--- config.mk ---
export PLATFORM = sky130hd
export DESIGN_NAME = button_repeat_conditioner_flat
export DESIGN_NICKNAME = d
export VERILOG_FILES = /design/src/rtl/button_repeat_conditioner_if.sv /design/src/rtl/button_repeat_conditioner.sv /design/src/flat_wrapper.sv
export SDC_FILE = /design/constraint.sdc
export NUM_CORES = 1
export LEC_CHECK = 0
export BUFFER_PORTS_ARGS = -buffer_cell sky130_fd_sc_hd__clkbuf_2
export CAP_MARGIN = 20
export CORE_AREA = 2 2 123 125
export DETAILED_ROUTE_END_ITERATION = 10
export DIE_AREA = 0 0 125 127
export PLACE_DENSITY = 0.72
export REMOVE_ABC_BUFFERS = 1
export SLEW_MARGIN = 40
export SYNTH_ARGS = -nofsm -noshare
export SYNTH_HDL_FRONTEND = slang
export SYNTH_SLANG_ARGS = --single-unit
export TNS_END_PERCENT = 50
--- constraint.sdc ---
create_clock -name clk -period 3.7 [get_ports clk]
set_clock_uncertainty 0.15 [all_clocks]
set_input_delay 0.555 -clock clk [delete_from_list [all_inputs] [get_ports clk]]
set_output_delay 0.555 -clock clk [all_outputs]
set_load 0.02 [all_outputs]
--- src/rtl/button_repeat_conditioner_if.sv ---
// Button bundle between a host and the conditioner: raw levels in,
// debounced levels and press/repeat events out.
interface button_repeat_conditioner_if #(
  parameter int CH = 5
);
  logic [CH-1:0] in;
  logic [CH-1:0] level;
  logic [CH-1:0] pulse;
  logic          any_pulse;

  modport master (output in, input level, pulse, any_pulse);
  modport slave  (input in, output level, pulse, any_pulse);
endinterface

--- src/rtl/button_repeat_conditioner.sv ---
// Multi-channel button debouncer with per-channel press/auto-repeat event
// generation and optional lowest-index-wins event arbitration.
//
// state      | meaning
// -----------+-----------------------------------------------------------
// IDLE       | debounced level low, waiting for a press
// HELD_DELAY | pressed; counting the initial delay before auto-repeat
// REPEAT     | auto-repeating; one event every REPEAT_PERIOD cycles
module button_repeat_conditioner #(
  parameter int            CH            = 5,
  parameter int            DB_LEN        = 8,
  parameter int            REPEAT_DELAY  = 12_500_000,
  parameter int            REPEAT_PERIOD = 2_500_000,
  parameter logic [CH-1:0] REPEAT_MASK   = '1,
  parameter int            EXCLUSIVE     = 1
) (
  input  logic                        clk,
  input  logic                        rst,
  button_repeat_conditioner_if.slave  btn
);

  typedef enum logic [1:0] {
    IDLE       = 2'd0,
    HELD_DELAY = 2'd1,
    REPEAT     = 2'd2
  } state_t;

  localparam int CNT_MAX = (REPEAT_DELAY > REPEAT_PERIOD) ? REPEAT_DELAY : REPEAT_PERIOD;
  localparam int CW      = (CNT_MAX > 1) ? $clog2(CNT_MAX) : 1;

  localparam logic [CW-1:0] DELAY_TC  = CW'(REPEAT_DELAY - 1);
  localparam logic [CW-1:0] PERIOD_TC = CW'(REPEAT_PERIOD - 1);

  logic [CH-1:0] level_q;
  logic [CH-1:0] req;
  logic [CH-1:0] pulse_d;
  logic [CH-1:0] pulse_q;
  logic          any_pulse_q;

  for (genvar i = 0; i < CH; i++) begin : g_ch
    logic [DB_LEN-1:0] shift_q;
    logic              lvl_q;
    logic              lvl_d;
    state_t            state_q;
    state_t            state_d;
    logic [CW-1:0]     cnt_q;
    logic [CW-1:0]     cnt_d;
    logic              req_c;

    always_ff @(posedge clk) begin
      if (rst) begin
        shift_q <= '0;
        lvl_q   <= 1'b0;
        state_q <= IDLE;
        cnt_q   <= '0;
      end else begin
        shift_q <= {shift_q[DB_LEN-2:0], btn.in[i]};
        lvl_q   <= lvl_d;
        state_q <= state_d;
        cnt_q   <= cnt_d;
      end
    end

    // Hysteresis: only a unanimous register moves the level.
    always_comb begin
      lvl_d = lvl_q;
      if (&shift_q) begin
        lvl_d = 1'b1;
      end else if (~|shift_q) begin
        lvl_d = 1'b0;
      end
    end

    // The FSM looks at the next level so the first event lands on the same
    // edge as the level rise, and a release beats a coincident terminal count.
    always_comb begin
      state_d = state_q;
      cnt_d   = cnt_q;
      req_c   = 1'b0;
      if (!lvl_d) begin
        state_d = IDLE;
        cnt_d   = '0;
      end else begin
        case (state_q)
          IDLE: begin
            state_d = HELD_DELAY;
            cnt_d   = '0;
            req_c   = 1'b1;
          end
          HELD_DELAY: begin
            if (cnt_q == DELAY_TC) begin
              if (REPEAT_MASK[i]) begin
                state_d = REPEAT;
                cnt_d   = '0;
                req_c   = 1'b1;
              end
            end else begin
              cnt_d = cnt_q + CW'(1);
            end
          end
          REPEAT: begin
            if (cnt_q == PERIOD_TC) begin
              cnt_d = '0;
              req_c = 1'b1;
            end else begin
              cnt_d = cnt_q + CW'(1);
            end
          end
          default: begin
            state_d = IDLE;
            cnt_d   = '0;
          end
        endcase
      end
    end

    assign level_q[i] = lvl_q;
    assign req[i]     = req_c;
  end

  // Losing channels are dropped outright; their FSMs are unaffected.
  always_comb begin
    pulse_d = req;
    if (EXCLUSIVE != 0) begin
      pulse_d = req & (~req + CH'(1));
    end
  end

  always_ff @(posedge clk) begin
    if (rst) begin
      pulse_q     <= '0;
      any_pulse_q <= 1'b0;
    end else begin
      pulse_q     <= pulse_d;
      any_pulse_q <= |pulse_d;
    end
  end

  assign btn.level     = level_q;
  assign btn.pulse     = pulse_q;
  assign btn.any_pulse = any_pulse_q;

endmodule
--- src/flat_wrapper.sv ---
// flat-port wrapper written by rule: the top's interface ports become plain ports
module button_repeat_conditioner_flat 
#(
  parameter int            CH            = 5,
  parameter int            DB_LEN        = 8,
  parameter int            REPEAT_DELAY  = 12_500_000,
  parameter int            REPEAT_PERIOD = 2_500_000,
  parameter logic [CH-1:0] REPEAT_MASK   = '1,
  parameter int            EXCLUSIVE     = 1
)
  (clk, rst, btn_in, btn_level, btn_pulse, btn_any_pulse);
  button_repeat_conditioner_if #(.CH(CH)) btn_i ();
  input  logic clk;
  input  logic rst;
  input wire logic [$bits(btn_i.in)-1:0] btn_in;
  output wire logic [$bits(btn_i.level)-1:0] btn_level;
  output wire logic [$bits(btn_i.pulse)-1:0] btn_pulse;
  output wire logic [$bits(btn_i.any_pulse)-1:0] btn_any_pulse;
  assign btn_i.in = btn_in;
  assign btn_level = btn_i.level;
  assign btn_pulse = btn_i.pulse;
  assign btn_any_pulse = btn_i.any_pulse;
  button_repeat_conditioner #(.CH(CH), .DB_LEN(DB_LEN), .REPEAT_DELAY(REPEAT_DELAY), .REPEAT_PERIOD(REPEAT_PERIOD), .REPEAT_MASK(REPEAT_MASK), .EXCLUSIVE(EXCLUSIVE)) u_core (.clk(clk), .rst(rst), .btn(btn_i));
endmodule
; Word level (Yosys, flattened, before mapping)
; Index checks and enable logic that the tools add are counted.
[classes]
mux = 55
reduce_logical = 26
add_sub_neg = 6
eq_ne = 25
bitwise_logic = 12
[ops]
columns = operator, count
row1 = 2-to-1 mux 24 bit, 10
row2 = one-hot mux 24 bit (2 select lines), 5
row3 = adder 24 x 1 -> 24 bit (second input constant), 5
row4 = == test 24 x 22 -> 1 bit (second input constant), 5
row5 = == test 24 bit (second input constant), 5
row6 = AND reduction 8 bit, 5
row7 = OR reduction 8 bit, 5
row8 = one-hot mux 2 bit (3 select lines), 5
row9 = 2-to-1 mux 1 bit, 25
row10 = one-hot mux 1 bit (3 select lines), 5
row11 = == test 2 x 1 -> 1 bit (second input constant), 5
row12 = == test 2 bit (second input constant), 5
row13 = logical NOT 2 bit, 5
row14 = 2-to-1 mux 2 bit, 5
row15 = != test 2 x 1 -> 1 bit (second input constant), 5
row16 = inverter 1 bit, 10
row17 = AND reduction 2 bit, 5
row18 = OR reduction 2 bit, 5
row19 = adder 5 x 1 -> 5 bit (second input constant), 1
row20 = AND 5 bit, 1
row21 = inverter 5 bit, 1
row22 = OR reduction 5 bit, 1
[word_totals]
reg_bits = 181
out_inout_bits = 11
in_bits = 7

; Longest topological paths before layout
; Gate-level depths: netlist of run 1.
[logic_depth]
ltp_word = 8
ltp_mapped = 8

; Least setup slack after synthesis of run 1
; Ideal clock, no wire load.
[synth_timing]
path_kind = reg-to-reg
startpoint = register u_core.g_ch[2].cnt_q[0]
endpoint = register u_core.g_ch[2].cnt_q[21]
setup_ns = 0.115
period_less_slack_ns = 2.181
n_path_buf = 1
arrival_ns = 1.916
path_slack_ns = 1.519
path_stages_with_launch = 9
path_cell_list = dfxtp_1 > ha_1 > nand4_1 > nor4_1 > nand4_1 > a22o_1 > nand3_2 > buf_4 > nor2_1
[synth_between]
elab_chain_len = 3
word_cells_on_any_way = 6
classes_between = add/sub (1) / eq/ne (2) / mux (3)
[synth_rtl]
columns = element, line_no
row1 = "start, declared", button_repeat_conditioner.sv:46  ; logic [CW-1:0] cnt_q;
row2 = "start signal, assigned", button_repeat_conditioner.sv:60  ; cnt_q <= cnt_d;
row3 = adder 24 x 1 -> 24 bit (tied with other cells), "button_repeat_conditioner.sv:98, button_repeat_conditioner.sv:106"
row4 = "2-to-1 mux 24 bit, on equally long branches", "button_repeat_conditioner.sv:102, button_repeat_conditioner.sv:91"
row5 = one-hot mux 24 bit (2 select lines) (*), button_repeat_conditioner.sv:84  ; case (state_q)
; Mark *: on every way between the ends. The rest lies on a longest branch, timed or not.
; A chain may end at the register's enable or synchronous reset.

; Worst setup path in the final report of run 1
[layout_timing]
startpoint = register u_core.g_ch[2].cnt_q[0]
endpoint = register u_core.g_ch[2].cnt_q[5]
; Same word-level chain as after synthesis.

==> run_results.csv, run 1 <==
group,metric,value,unit
outcome,outcome,"finished, final reports clean",
sta,setup_tns,0,ns
power_and_ir_drop,power.density,428,mW/mm^2
sta,tightest_slew,0.563,ns
die,fp.dieH,127,um
power_and_ir_drop,irDropWorstVdd,0.351,mV
clock_tree,cts_buffers,17,
cells_and_area,final_nets,927,
power_and_ir_drop,cellInternalPower,2.98,mW
die,core_area,0.0144,mm^2
synthesis,ys_async_sr_fraction,0,
routing,avgViaCountPerCell,5.21,
placement,place_congestion,0.803,
synthesis,synthCells,871,
die,dieArea,0.0159,mm^2
placement,io_buffers,17,
cells_and_area,seq_area,0.00362,mm^2
clock_tree,cts_tree,"done",
grt,grt_max_degree,25,
setup_path,cp-start-kind,"flip-flop",
grt,use_met1,0.238,
worst_hold_path,hold_path_class,"in2reg",
cells_and_area,n_fill_cell,1271,
routing,wire_per_inst,12.6,um
setup_path,r2r_cells,7,
placement,place_area,0.00814,mm^2
clock_tree,cts_setup_buffers,0,
grt,grt_pass1_vias,5320,
sta,period_share,0.710,
sta,hold_viol,0,
clock_tree,clk_pin_slew_worst_paths,0.06,ns
routing,routed_wl,13700,um
power_and_ir_drop,pwr-share-seq,0.527,
routing,ant_nets,0,
setup_path,path_class,"reg2reg",
sta,finalMaxSlewViolations,0,
synthesis,ys.flop_type,"dfxtp_1",
die,pin_count,18,
routing,drtIter0Drc,332,
cells_and_area,final_cell_mix,"181 x dfxtp_1, 164 x nor2_1, 57 x nand2_1",
sta,finalSetupViolCount,0,
clock_tree,h-tree-depth,4,
power_and_ir_drop,pwr-share-clk,0.466,
synthesis,synth-edff-count,0,
cells_and_area,final_area,0.00871,mm^2
sta,min_period,2.63,ns
setup_path,endpoint_kind,"flip-flop",
power_and_ir_drop,p_total,3.72,mW
synthesis,synthDistinctLibCells,53,
grt,grt_use_met3,0.0469,
setup_path,worst_r2r_endpoint,"u_core.g_ch[2].cnt_q[5]$_SDFF_PP0_",
clock_tree,numClockSinks,181,
routing,drc_errors,0,
grt,grtUsageMet2,0.294,
setup_path,crit_required,3.85,ns
setup_path,cp_max_fo,24,
clock_tree,postCtsHoldBufs,0,
power_and_ir_drop,p_sw_frac,0.200,
cells_and_area,antenna_cells,0,
setup_path,cp-startpoint,"u_core.g_ch[2].cnt_q[0]$_SDFF_PP0_",
clock_tree,clk_path_buf_depth,2,
grt,grt_pass1_wl,24200,um
synthesis,netlist_area,0.00792,mm^2
job,maxCapViolCount,0,
sta,rsz0062_at_grt,"false",
routing,first_pass_iters,4,
setup_path,worstPathArrival,2.78,ns
cells_and_area,drive_gt1_frac,0.0819,
sta,setup_slack,1.07,ns
synthesis,synth-seq-cells,181,
clock_tree,ctsRootBufferMaster,"clkbuf_16",
die,num_rows,44,
grt,antenna_found_initial,0,
power_and_ir_drop,leakage,2.95,nW
cells_and_area,multi_input_area,0.00406,mm^2
cells_and_area,area_growth,9.99,%
synthesis,avgSynthCellArea,9.09,um^2
synthesis,yosys_warnings,0,
setup_path,worstReg2RegStart,"u_core.g_ch[2].cnt_q[0]$_SDFF_PP0_",
cells_and_area,layout_commonest_cell,"dfxtp_1",
die,initial_core_util,0.549,
clock_tree,clk_latency,0.43,ns
die,die_x,125,um
power_and_ir_drop,share_comb_of_total_power,0.007,
sta,max_freq,381,MHz
grt,grt-ovfl-total,0,
sta,slew_headroom,0.621,
power_and_ir_drop,p_switching,745,uW
setup_path,endpoint,"u_core.g_ch[2].cnt_q[5]$_SDFF_PP0_",
routing,vias,5658,
setup_path,rrSetupSlack,1.07,ns
grt,grt.busiest_layer,"met2",
synthesis,seq_area_frac_synth,0.458,
clock_tree,cts_resized,0,
grt,globalRouteTotalUtil,0.183,
placement,pre_cts_slack,1.08,ns
placement,place_hpwl,9410,um
-- power groups by stage --
stage	clock network [mW]	registers (mW)	logic, mW
3_3_place_gp	0	2.01	0.0265
2_1_floorplan	0	2.00	0.0115
5_1_grt	1.84	1.96	0.0295
3_5_place_dp	0	2.01	0.0269
6_report	1.74	1.96	0.0262
4_1_cts	1.78	1.96	0.0269
-- state kept, by name, summed over array words and instances, names as in the netlist --
name                  cells
u_core.g_ch.state_q      10
u_core.g_ch.lvl_q         5
u_core.btn.any_pulse      1
u_core.btn.pulse          5
u_core.g_ch.shift_q      40
u_core.g_ch.cnt_q       120
-- worst max-delay path: stages (launching register included) --
cell and delay, ns:
dfxtp_1 0.38, ha_1 0.22, nand4_1 0.22, nor4_1 0.55
nand4_1 0.24, a22o_1 0.29, nand3_2 0.36, nor2_1 0.10
-- synthesized netlist by cell type, types with 6 or more instances --
cell	instances	area [um^2]
inv_1	31	116
dfxtp_1	181	3620
nand4_1	30	188
ha_1	30	375
buf_4	13	97.6
nor4_1	17	106
nor2b_1	42	263
clkbuf_1	6	22.5
and3_1	14	87.6
nor3_1	24	120
a21oi_1	6	30.0
xor2_1	55	482
xnor2_1	55	482
nand3_1	54	270
nor2_1	164	616
nand2_1	57	214
-- area by class of cell --
cell class / instances / share of cell area
clock buffer: 24 / 0.0530
clock inverter: 8 / 0.0116
inverter: 31 / 0.0134
multi-input combinational: 638 / 0.466
sequential: 181 / 0.416
tap: 184 / 0.0264
timing repair buffer: 21 / 0.0132
-- stage by stage --
stage                     hold slack [ns]  std cells  utilization
after floorplan                     0.276        850            -
after global placement              0.289       1055        0.564
after detailed placement            0.297       1055        0.564
after CTS                           0.165       1087        0.603
after global routing                0.182       1087        0.604
final                               0.181       1087        0.604
-- how the worst min path moves through the flow --
| stage | endpoint | depth (start not counted) | slack (ns) | start |
|---|---|---|---|---|
| floorplan | u_core.g_ch[3].cnt_q[0]$_SDFF_PP0_ | 1 | 0.28 | u_core.g_ch[3].cnt_q[0]$_SDFF_PP0_ |
| global placement | u_core.g_ch[3].cnt_q[0]$_SDFF_PP0_ | 1 | 0.29 | u_core.g_ch[3].cnt_q[0]$_SDFF_PP0_ |
| detailed placement | u_core.g_ch[3].cnt_q[0]$_SDFF_PP0_ | 1 | 0.30 | u_core.g_ch[3].cnt_q[0]$_SDFF_PP0_ |
| CTS | u_core.g_ch[3].shift_q[0]$_SDFF_PP0_ | 2 | 0.17 | btn_in[3] |
| global route | u_core.g_ch[3].shift_q[0]$_SDFF_PP0_ | 2 | 0.18 | btn_in[3] |
| finish | u_core.g_ch[3].shift_q[0]$_SDFF_PP0_ | 2 | 0.18 | btn_in[3] |
-- cells by family (layout without fill, tap and decap cells) --
| logic type | count (synthesis) | count (layout) | share of synthesized area |
|---|---|---|---|
| compound gates | 36 | 36 | 0.0359 |
| xor+xnor | 110 | 110 | 0.122 |
| fa+ha+maj | 30 | 30 | 0.0474 |
| buf+inv | 52 | 84 | 0.0310 |
| flops | 181 | 181 | 0.458 |
| mux | 5 | 5 | 0.00632 |
| simple gates | 457 | 457 | 0.300 |
-- routing by layer --
metal  vias up  wire [um]
met5         -          0
met4         0        204
met3        15        419
met2        51       6250
met1      2609       6850
li1       2983          -
Note: power is estimated with default switching activity, not from simulation.
==> inputs of run 2 (changes only) <==
==> constraint.sdc (replaced) <==
create_clock -name clk -period 2.6 [get_ports clk]
set_clock_uncertainty 0.15 [all_clocks]
set_input_delay 0.39 -clock clk [delete_from_list [all_inputs] [get_ports clk]]
set_output_delay 0.39 -clock clk [all_outputs]
set_load 0.02 [all_outputs]
==> run 2 against run 1 <==
Sequential power is 42% higher. Register-to-register slack worse by 0.78 ns. Critical endpoint is now u_core.g_ch[0].cnt_q[15]$_SDFF_PP0_. First-iteration DRC count fell by 3.9%. Non-clock buffer count increased by 10.
==> run_results.csv, run 2 (synthesis results as in run 1) <==
group,metric,value,unit
setup_path,worst_r2r_endpoint,"u_core.g_ch[0].cnt_q[15]$_SDFF_PP0_",
clock_tree,clk_path_buf_depth,2,
cells_and_area,regMostFlops,"u_core.g_ch.cnt_q",
cells_and_area,largest_reg_flops,120,
job,maxCapViolCount,0,
setup_path,rrSetupSlack,0.29,ns
routing,vias,5719,
cells_and_area,drive_gt1_frac,0.0953,
setup_path,worstPathArrival,2.46,ns
die,die_x,125,um
grt,grt_max_degree,25,
grt,grt_pass1_vias,5458,
sta,setup_tns,0,ns
outcome,outcome,"finished, final reports clean",
die,fp.dieH,127,um
placement,place_congestion,0.816,
power_and_ir_drop,irDropWorstVdd,0.505,mV
die,pin_count,18,
power_and_ir_drop,power.density,601,mW/mm^2
clock_tree,ctsRootBufferMaster,"clkbuf_16",
placement,place_area,0.00825,mm^2
cells_and_area,final_cell_mix,"181 x dfxtp_1, 164 x nor2_1, 57 x nand2_1",
power_and_ir_drop,p_total,5.30,mW
sta,whs,0.0246,ns
sta,finalMaxSlewViolations,0,
sta,slew_headroom,0.678,
clock_tree,cts_resized,0,
clock_tree,numClockSinks,181,
setup_path,cp-start-kind,"flip-flop",
placement,place_hpwl,9410,um
sta,period_share,0.888,
sta,max_freq,433,MHz
cells_and_area,area_growth,11.5,%
grt,grt-ovfl-total,0,
grt,globalRouteTotalUtil,0.180,
die,initial_core_util,0.549,
setup_path,worstReg2RegStart,"u_core.g_ch[0].cnt_q[5]$_SDFF_PP0_",
routing,wire_per_inst,12.4,um
routing,avgViaCountPerCell,5.21,
cells_and_area,layout_commonest_cell,"dfxtp_1",
die,core_area,0.0144,mm^2
worst_hold_path,hold_path_class,"in2reg",
grt,antenna_found_initial,0,
setup_path,path_class,"reg2reg",
grt,grt_pass1_wl,23900,um
routing,wl_met1,6840,um
clock_tree,cts_tree,"done",
routing,drc_errors,0,
power_and_ir_drop,leakage,3.04,nW
sta,finalSetupViolCount,0,
sta,rsz0062_at_grt,"false",
routing,wl_met2,6220,um
placement,io_buffers,17,
setup_path,crit_required,2.75,ns
cells_and_area,final_nets,937,
clock_tree,clk_latency,0.43,ns
setup_path,cp_max_fo,24,
sta,setup_slack,0.291,ns
sta,min_period,2.31,ns
routing,wl_met3,436,um
placement,pre_cts_slack,0.295,ns
cells_and_area,top_regs,"u_core.g_ch.cnt_q (120), u_core.g_ch.shift_q (40), u_core.g_ch.state_q (10)",
cells_and_area,final_area,0.00883,mm^2
routing,ant_nets,0,
routing,drtIter0Drc,319,
setup_path,endpoint_kind,"flip-flop",
setup_path,endpoint,"u_core.g_ch[0].cnt_q[15]$_SDFF_PP0_",
cells_and_area,antenna_cells,0,
sta,hold_viol,0,
setup_path,cp-startpoint,"u_core.g_ch[0].cnt_q[5]$_SDFF_PP0_",
routing,first_pass_iters,5,
die,dieArea,0.0159,mm^2
clock_tree,clk_pin_slew_worst_paths,0.07,ns
die,num_rows,44,
routing,routed_wl,13600,um
sta,tightest_slew,0.483,ns
clock_tree,cts_setup_buffers,0,
clock_tree,h-tree-depth,4,
setup_path,r2r_cells,6,
clock_tree,postCtsHoldBufs,0,
routing,topRoutingLayerUsed,"met4",
clock_tree,cts_buffers,17,
## run 2: area by class of cell
cell class | count | area (um^2)
multi-input combinational | 638 | 4050
clock inverter | 10 | 97.6
timing repair buffer | 31 | 228
tap | 184 | 230
fill | 1260 | 5600
clock buffer | 22 | 484
sequential | 181 | 3620
inverter | 31 | 116
## run 2: stage by stage
stage | cells | utilization
2_1_floorplan | 850 | -
3_3_place_gp | 1065 | 0.572
6_report | 1097 | 0.612
3_5_place_dp | 1065 | 0.572
5_1_grt | 1097 | 0.612
4_1_cts | 1097 | 0.612
## run 2: worst min path at each step
| stage | endpoint | cells after the start | start |
|---|---|---|---|
| 5_1_grt | u_core.g_ch[3].shift_q[0]$_SDFF_PP0_ | 2 | btn_in[3] |
| 3_5_place_dp | u_core.g_ch[3].cnt_q[0]$_SDFF_PP0_ | 1 | u_core.g_ch[3].cnt_q[0]$_SDFF_PP0_ |
| 4_1_cts | u_core.g_ch[3].shift_q[0]$_SDFF_PP0_ | 2 | btn_in[3] |
| 3_3_place_gp | u_core.g_ch[3].cnt_q[0]$_SDFF_PP0_ | 1 | u_core.g_ch[3].cnt_q[0]$_SDFF_PP0_ |
| 6_report | u_core.g_ch[3].shift_q[0]$_SDFF_PP0_ | 2 | btn_in[3] |
| 2_1_floorplan | u_core.g_ch[3].cnt_q[0]$_SDFF_PP0_ | 1 | u_core.g_ch[3].cnt_q[0]$_SDFF_PP0_ |
## run 2: metal layers
metal  vias up  track usage
met5         -            0
met4         0       0.0601
met3         9       0.0532
met2        57        0.289
met1      2640        0.233
li1       3013            -
## run 2: where the power goes
group / internal [mW] / total, mW / switching (mW) / leakage [nW]
clock: 1.42 / 2.47 / 1.05 / 0.279
combinational: 0.0167 / 0.0369 / 0.0203 / 1.30
sequential: 2.78 / 2.79 / 0.00806 / 1.46
total: 4.23 / 5.30 / 1.08 / 3.04
## run 2: worst max-delay path, cell delays in order, from the launching register on
cell	delay, ns
dfxtp_1	0.35
or4_4	0.55
nor4_4	0.33
nand2_1	0.14
a22o_1	0.21
nand3_2	0.34
nor2_1	0.10
==> inputs of run 3 (changes only) <==
--- a/config.mk
+++ b/config.mk
@@ -7,10 +7,10 @@
 export LEC_CHECK = 0
 export BUFFER_PORTS_ARGS = -buffer_cell sky130_fd_sc_hd__clkbuf_2
 export CAP_MARGIN = 20
-export CORE_AREA = 2 2 123 125
+export CORE_AREA = 2 2 148 150
 export DETAILED_ROUTE_END_ITERATION = 10
-export DIE_AREA = 0 0 125 127
-export PLACE_DENSITY = 0.72
+export DIE_AREA = 0 0 150 152
+export PLACE_DENSITY = 0.53
 export REMOVE_ABC_BUFFERS = 1
 export SLEW_MARGIN = 40
 export SYNTH_ARGS = -nofsm -noshare
==> run 3 against run 2 <==
Fmax is 2.4% lower. Via count is 0.40% lower. Sequential cell count stayed put. Non-clock buffer count is 3 higher. Register-to-register slack worse by 0.06 ns. Sequential share of layout area is 0.90 points lower. Routed wire length is 5.2% higher. Core utilization is 19 points lower. Critical path depth stayed put. Power is 5.7% higher. Sequential power hardly changed. Largest cell class unchanged. Largest power group unchanged. Highest routed layer unchanged.
==> run_results.csv, run 3 (synthesis results as in run 1) <==
group,metric,value,unit
routing,first_pass_iters,4,
sta,min_period,2.37,ns
setup_path,cpPeakStageDelay,0.56,ns
routing,drtIter0Drc,233,
die,initial_core_util,0.371,
cells_and_area,largest_reg_flops,120,
worst_hold_path,hold_path_class,"in2reg",
clock_tree,clk_pin_slew_worst_paths,0.06,ns
grt,globalRouteTotalUtil,0.133,
die,num_rows,54,
cells_and_area,top_regs,"u_core.g_ch.cnt_q (120), u_core.g_ch.shift_q (40), u_core.g_ch.state_q (10)",
cells_and_area,antenna_cells,0,
cells_and_area,regMostFlops,"u_core.g_ch.cnt_q",
sta,rsz0062_at_grt,"false",
grt,grt_pass1_vias,5381,
clock_tree,h-tree-depth,4,
die,dieArea,0.0228,mm^2
worst_hold_path,hold_end,"u_core.g_ch[3].shift_q[0]$_SDFF_PP0_",
sta,setup_tns,0,ns
outcome,outcome,"finished, final reports clean",
setup_path,critPathTopFamily,"simple AND/OR/NAND/NOR gates",
sta,finalMaxSlewViolations,0,
setup_path,rrSetupSlack,0.23,ns
power_and_ir_drop,irDropWorstVdd,0.428,mV
routing,vias,5696,
setup_path,crit_required,2.75,ns
setup_path,worstPathArrival,2.52,ns
cells_and_area,layout_commonest_cell,"dfxtp_1",
setup_path,worstReg2RegStart,"u_core.g_ch[0].cnt_q[5]$_SDFF_PP0_",
placement,io_buffers,17,
worst_hold_path,worstHoldPathCells,2,
clock_tree,cts_buffers,17,
sta,max_freq,423,MHz
setup_path,cp-startpoint,"u_core.g_ch[0].cnt_q[5]$_SDFF_PP0_",
sta,finalSetupViolCount,0,
power_and_ir_drop,p_total,5.60,mW
routing,drc_errors,0,
die,fp.dieH,152,um
sta,slew_headroom,0.635,
clock_tree,clk_latency,0.43,ns
routing,ant_nets,0,
routing,avgViaCountPerCell,4.76,
grt,grt_max_degree,25,
setup_path,r2r_cells,6,
power_and_ir_drop,power.density,621,mW/mm^2
clock_tree,cts_resized,0,
setup_path,cp_max_fo,24,
placement,place_area,0.00838,mm^2
sta,tightest_slew,0.543,ns
job,maxCapViolCount,0,
setup_path,path_class,"reg2reg",
placement,place_congestion,0.757,
setup_path,worst_r2r_endpoint,"u_core.g_ch[0].cnt_q[16]$_SDFF_PP0_",
setup_path,crit_slowest_cell,"or4_4",
worst_hold_path,holdCritStartpoint,"btn_in[3]",
cells_and_area,final_nets,940,
cells_and_area,final_cell_mix,"181 x dfxtp_1, 164 x nor2_1, 57 x nand2_1",
setup_path,path_cells,"or4_4, nor4_4, nand2_1, a22o_1, nand3_2, nor2_1",
cells_and_area,area_growth,14.0,%
die,die_x,150,um
routing,routed_wl,14300,um
clock_tree,cts_tree,"done",
cells_and_area,final_area,0.00903,mm^2
setup_path,crit_buf_inv,0,
grt,grt_pass1_wl,25200,um
die,pin_count,18,
sta,period_share,0.910,
power_and_ir_drop,leakage,3.08,nW
grt,grt-ovfl-total,0,
clock_tree,ctsRootBufferMaster,"clkbuf_16",
sta,hold_viol,0,
setup_path,cp-start-kind,"flip-flop",
routing,wire_per_inst,12.0,um
clock_tree,numClockSinks,181,
grt,antenna_found_initial,0,
placement,place_hpwl,9890,um
die,core_area,0.0214,mm^2
setup_path,endpoint_kind,"flip-flop",
clock_tree,clk_path_buf_depth,2,
cells_and_area,drive_gt1_frac,0.0972,
## run 3: changes by cell type in the layout (fill, tap and decap cells not counted), sizes merged
cell         previous run  this run
clkbuf                 39        35
dlygate4sd3             0         1
buf                    14        16
bufinv                  1         5
## run 3: per-stage QoR
| step | util | instances | setup WS [ns] | hold slack (ns) |
|---|---|---|---|---|
| 2_1_floorplan | - | 850 | 0.377 | 0.276 |
| 3_5_place_dp | 0.393 | 1163 | 0.248 | 0.295 |
| 4_1_cts | 0.423 | 1196 | 0.207 | 0.00162 |
| 6_report | 0.423 | 1196 | 0.235 | 0.0205 |
| 5_1_grt | 0.423 | 1196 | 0.0144 | 0.00931 |
| 3_3_place_gp | 0.393 | 1163 | 0.285 | 0.291 |
## run 3: layout make-up
type | instances | area, um^2
Clock buffer | 18 | 429
Tap cell | 280 | 350
Fill cell | 2152 | 12300
Inverter | 31 | 116
Sequential cell | 181 | 3620
Clock inverter | 14 | 206
Multi-Input combinational cell | 638 | 4050
Timing Repair Buffer | 34 | 253
## run 3: worst max-delay path by stage
| stage | to | slack, ns | cells after the start |
|---|---|---|---|
| after floorplan | u_core.g_ch[2].cnt_q[10]$_SDFF_PP0_ | 0.38 | 7 |
| after global placement | u_core.g_ch[2].cnt_q[9]$_SDFF_PP0_ | 0.28 | 9 |
| after detailed placement | u_core.g_ch[0].cnt_q[7]$_SDFF_PP0_ | 0.25 | 6 |
| after CTS | u_core.g_ch[0].cnt_q[2]$_SDFF_PP0_ | 0.21 | 6 |
| after global routing | u_core.g_ch[2].cnt_q[9]$_SDFF_PP0_ | 0.01 | 9 |
| final | u_core.g_ch[0].cnt_q[16]$_SDFF_PP0_ | 0.23 | 6 |
## run 3: where the power goes
group | switching (mW) | internal, mW | total [mW]
sequential | 0.00879 | 2.78 | 2.79
clock | 1.07 | 1.70 | 2.77
combinational | 0.0206 | 0.0186 | 0.0392
total | 1.10 | 4.50 | 5.60
## run 3: timing repair
item	in CTS	in global routing
setup buffers	0	0
setup endpoints to repair	0	0
hold buffers	1	0
hold endpoints to repair	1	0
## run 3: metal layers
metal / track usage / part of all wire / vias to the layer above
met2: 0.205 / 0.44 / 50
met4: 0.0458 / 0.015 / 0
met1: 0.182 / 0.52 / 2607
li1: - / - / 3019
met3: 0.0324 / 0.026 / 20
met5: 0 / 0 / -
